### config.mk
export PLATFORM = sky130hd
export DESIGN_NAME = cache_monitor_ctrl
export DESIGN_NICKNAME = d
export VERILOG_FILES = /design/src/rtl/cache_monitor_ctrl.sv
export SDC_FILE = /design/constraint.sdc
export NUM_CORES = 1
export LEC_CHECK = 0
export ABC_AREA = 1
export CORE_AREA = 3 3 252 254
export DETAILED_ROUTE_END_ITERATION = 7
export DIE_AREA = 0 0 255 257
export PLACE_DENSITY = 0.62
export SLEW_MARGIN = 10
export SYNTH_ARGS = -nofsm -noshare
export SYNTH_HDL_FRONTEND = slang
export SYNTH_SLANG_ARGS = --single-unit
### constraint.sdc
create_clock -name clk -period 20.4 [get_ports clk]
set_input_delay 6.12 -clock clk [delete_from_list [all_inputs] [get_ports clk]]
set_output_delay 6.12 -clock clk [all_outputs]
set_load 0.02 [all_outputs]
### src/rtl/cache_monitor_ctrl.sv
// Sequences core loads/stores and ldrex/strex into cache line accesses
// and exclusive-monitor strobes.
module cache_monitor_ctrl #(
    parameter int WORD_BITS = 32,
    parameter int LINE_BITS = 128
) (
    input  logic                 clk,
    input  logic                 rst,
    input  logic [29:0]          core_address,
    input  logic                 core_read,
    input  logic                 core_write,
    input  logic                 core_lock,
    input  logic [WORD_BITS-1:0] core_writedata,
    output logic                 core_waitrequest,
    output logic [WORD_BITS-1:0] core_readdata,
    output logic [1:0]           core_response,
    output logic [27:0]          cache_address,
    output logic                 cache_read,
    output logic                 cache_write,
    output logic [LINE_BITS-1:0] cache_writedata,
    input  logic [LINE_BITS-1:0] cache_readdata,
    input  logic                 cache_waitrequest,
    output logic [LINE_BITS-1:0] data_rd,
    output logic                 monitor_acquire,
    output logic                 monitor_release,
    output logic                 monitor_fail,
    input  logic                 monitor_commit,
    input  logic [LINE_BITS-1:0] monitor_update
);
    localparam int WORDS = LINE_BITS / WORD_BITS;

    typedef enum logic [2:0] {
        IDLE, READ, ACQUIRE, CHECK, WRITE, DONE
    } state_t;

    state_t                 state_q;
    logic [29:0]            addr_q;
    logic [WORD_BITS-1:0]   wdata_q;
    logic                   lock_q;
    logic                   write_q;
    logic                   fail_q;
    logic [LINE_BITS-1:0]   line_q;
    logic [LINE_BITS-1:0]   wline_q;
    logic [WORD_BITS-1:0]   rd_word;
    logic [LINE_BITS-1:0]   merged;
    logic                   cache_ack;

    assign cache_ack = !cache_waitrequest;

    always_comb begin
        rd_word = '0;
        merged  = line_q;
        for (int i = 0; i < WORDS; i++) begin
            if (addr_q[1:0] == 2'(i)) begin
                rd_word = line_q[i*WORD_BITS +: WORD_BITS];
                merged[i*WORD_BITS +: WORD_BITS] = wdata_q;
            end
        end
    end

    always_ff @(posedge clk) begin
        if (rst) begin
            state_q <= IDLE;
            fail_q  <= 1'b0;
        end else begin
            unique case (state_q)
                IDLE: begin
                    if (core_read || core_write) state_q <= READ;
                end
                READ: begin
                    if (cache_ack) begin
                        if (write_q)     state_q <= CHECK;
                        else if (lock_q) state_q <= ACQUIRE;
                        else             state_q <= DONE;
                    end
                end
                ACQUIRE: state_q <= DONE;
                CHECK: begin
                    if (lock_q && !monitor_commit) begin
                        fail_q  <= 1'b1;
                        state_q <= DONE;
                    end else begin
                        state_q <= WRITE;
                    end
                end
                WRITE: begin
                    if (cache_ack) state_q <= DONE;
                end
                DONE: begin
                    fail_q  <= 1'b0;
                    state_q <= IDLE;
                end
                default: state_q <= IDLE;
            endcase
        end
    end

    // Request/line registers carry no reset; line_q must survive reset.
    always_ff @(posedge clk) begin
        if (!rst) begin
            if (state_q == IDLE && (core_read || core_write)) begin
                addr_q  <= core_address;
                wdata_q <= core_writedata;
                lock_q  <= core_lock;
                write_q <= !core_read;
            end
            if (state_q == READ && cache_ack) line_q <= cache_readdata;
            if (state_q == CHECK) wline_q <= lock_q ? monitor_update : merged;
        end
    end

    always_comb begin
        core_waitrequest = (state_q != DONE);
        core_readdata    = (state_q == DONE) ? rd_word : '0;
        core_response    = (state_q == DONE) ? {fail_q, 1'b0} : 2'b00;
        cache_read       = (state_q == READ);
        cache_write      = (state_q == WRITE);
        cache_address    = (cache_read || cache_write) ? addr_q[29:2] : '0;
        cache_writedata  = cache_write ? wline_q : '0;
        data_rd          = line_q;
        monitor_acquire  = (state_q == ACQUIRE);
        monitor_fail     = (state_q == CHECK) && lock_q && !monitor_commit;
        monitor_release  = monitor_fail ||
                           (cache_write && lock_q && cache_ack);
    end
endmodule

==> summary.txt <==
Outcome
  • Status: completed

CTS
  • CTS max path bufs: 3
  • # H-tree levels: 2
  • Post-cts hold buffer count: 0
  • Setup bufs post-CTS: 0
  • Clock Tree Root: clkbuf_16
  • TritonCTS clock tree: done
  • Number of CTS-inserted buffers: 41
  • CTS clk-pin slew, worst paths: 0.06 ns
  • # clock sinks: 324
  • Clock latency on the worst-skew pair: 0.55 ns
  • Resized cells post-CTS: 0

Placed design
  • HPWL after DPL: 44110 um
  • GPL Wtd Cong: 0.8562
  • Buffers on Ports: 647
  • Dpl cell area: 0.02212 mm2

Timing
  • Achievable frequency: 72.75 MHz
  • Slew margin rel.: 26.64%
  • Final Slew Violations: 0
  • Final setup skew: 0.01502 ns
  • Actual slew at the worst max-slew pin: 1.099 ns
  • Setup tns final: 0 ns
  • Final Critical Period: 13.75 ns
  • Endpoints failing setup: 0
  • RSZ-0062 raised after global routing: false
  • Final critical-path share of the clock period: 67.38%
  • Final hold violation count: 0

Die
  • Die ar.: 0.06554 mm2
  • Die H: 257 um
  • Initial core utilization: 24.28%
  • Site Rows: 91
  • Core area: 0.06148 mm2
  • I/O pins: 649
  • Chip width: 255 um

Routing
  • Vias: 13730
  • # DRC: 0
  • Detailed Route Iter0 Violations: 1027
  • Drt pass-1 iters: 5
  • DRT antenna net count: 0
  • Vias/cell: 4.649
  • Avg WL per Cell: 21.37 um
  • Post-Route WL: 63140 um

Logic synthesis
  • Netlist cell types: 28
  • Yosys top cell area share: 64.36%
  • Sequential area share after synthesis: 64.90%
  • Synthesized area per cell: 9.862 um2
  • Yosys warns: 0
  • Cell count after synthesis: 1514
  • Post-Syn Nets: 1839
  • Yosys reg bits: 324
  • Synth Cell Area: 0.01493 mm2
  • Synth area leader: edfxtp_1
  • Synth top area cells: edfxtp_1 64%, nor2_1 8.2%, nand2_1 6.8%

Critical path
  • Setup CP Type: in -> out
  • Critical Path AT: 7.63 ns
  • Crit-path max cell delay: 0.67 ns
  • Setup crit end kind: output pin
  • WP data required: 14.28 ns
  • CP startpoint kind: input port
  • Crit-path most repeated cell: clkdlybuf4s50_1
  • Slowest CP cell: clkdlybuf4s50_1
  • Critical Path Fanout Max: 4
  • Critical path, cell by cell: clkdlybuf4s50_1 -> o31ai_1 -> clkdlybuf4s50_1

Finish
  • Layout cell share with drive strength beyond 1: 5.828%
  • Nets: 2457
  • Fillers: 6116
  • Most frequent cells in the layout: 647 x clkdlybuf4s50_1, 326 x nor2_1, 320 x edfxtp_1
  • P&R area growth vs syn: 56.57%
  • Most common cell after layout, fill and taps aside: clkdlybuf4s50_1
  • Final Cell Area: 0.02338 mm2

GRT
  • Met1 GRT Util: 21.49%
  • Grt peak-use layer: met2
  • Largest net degree at the start of global routing: 129
  • Antenna violations before repair: 6
  • Met2 GRT Util: 32.49%
  • Grt total ovfl: 0
  • Number of global-route vias before repair: 13930
  • Gr usage total: 18.52%
  • First-pass GRT wire length: 90780 um
  • Global Route met3 Usage: 5.114%

Worst hold path
  • Worst Hold Class: reg -> reg

Power
  • Peak VDD IR: 0.00007098 V
  • Leak Pwr: 8.859 nW
  • P per Cell Area: 95.76 mW/mm2

Job
  • Max-cap check violation count: 0
## logic make-up after synthesis
logic type | Yosys count | synth area share [%]
flops | 324 | 64.90
other cells | 1 | 0.02512
compound gates | 228 | 8.732
buf+inv | 280 | 7.928
simple gates | 681 | 18.42
## path summary, 6_finish.rpt
kind	startpoint	to	slack, ns	cells past startpoint
worst max-delay path	cache_waitrequest	monitor_release	6.65	3
worst min-delay path	fail_q$_SDFFE_PP0P_	fail_q$_SDFFE_PP0P_	0.49	2
worst max register to register	addr_q[0]$_DFFE_PP_	wline_q[48]$_DFFE_PP_	17.07	6
worst min register to register	fail_q$_SDFFE_PP0P_	fail_q$_SDFFE_PP0P_	0.49	2
## per-layer routing
layer	wire length [um]	vias up
met4	2071	8
met1	23420	6589
met5	71	-
met2	31350	769
li1	-	6241
met3	6218	127
## power breakdown
group          switching (mW)  internal, mW
Clock                   0.292         0.404
Sequential             0.0494         0.826
Combinational           0.408         0.259
Total                   0.750          1.49
## critical path: cells and delay by family
| kind | cells | cell delay [ns] |
|---|---|---|
| buffers and inverters | 2 | 1.18 |
| AOI/OAI and AO/OA | 1 | 0.32 |
## metrics by stage
stage	total power, mW	instances	hold slack (ns)	worst slack [ns]	util (%)
detailed placement	1.556	2879	0.4872	6.685	35.98
global route	2.335	2953	0.5159	6.609	38.02
finish	2.239	2954	0.4948	6.654	38.02
floorplan	1.236	1514	0.4379	0.9262	-
CTS	2.261	2952	0.4964	6.657	38.01
global placement	1.545	2879	0.4660	6.682	35.98
## layout make-up
class	instances	area (um2)	area share, %
diodes	2	5.005	0.02141
clock buffers	58	1152	4.930
clock inverters	15	96.34	0.4121
inverters	190	725.7	3.104
multi-input cells	910	4095	17.52
flip-flops and latches	324	9689	41.45
well taps	790	988.4	4.228
repair buffers	665	6624	28.34
## flip-flops by register name, summed over array words and instances (netlist names)
signal	flops
fail_q	1
write_q	1
data_rd	128
lock_q	1
wline_q	128
state_q	3
addr_q	30
wdata_q	32
## synthesized netlist by cell type, drive strengths merged
library cell	number
nor2	331
conb	1
a211oi	1
nor3	3
o21ai	18
nor4	2
edfxtp	320
or2	51
dfxtp	4
buf	58
nand2	270
clkbuf	32
inv	190
o31ai	1
nand3	24
a31oi	96
o211ai	15
a21oi	97
Note: power is estimated with default switching activity, not from simulation.
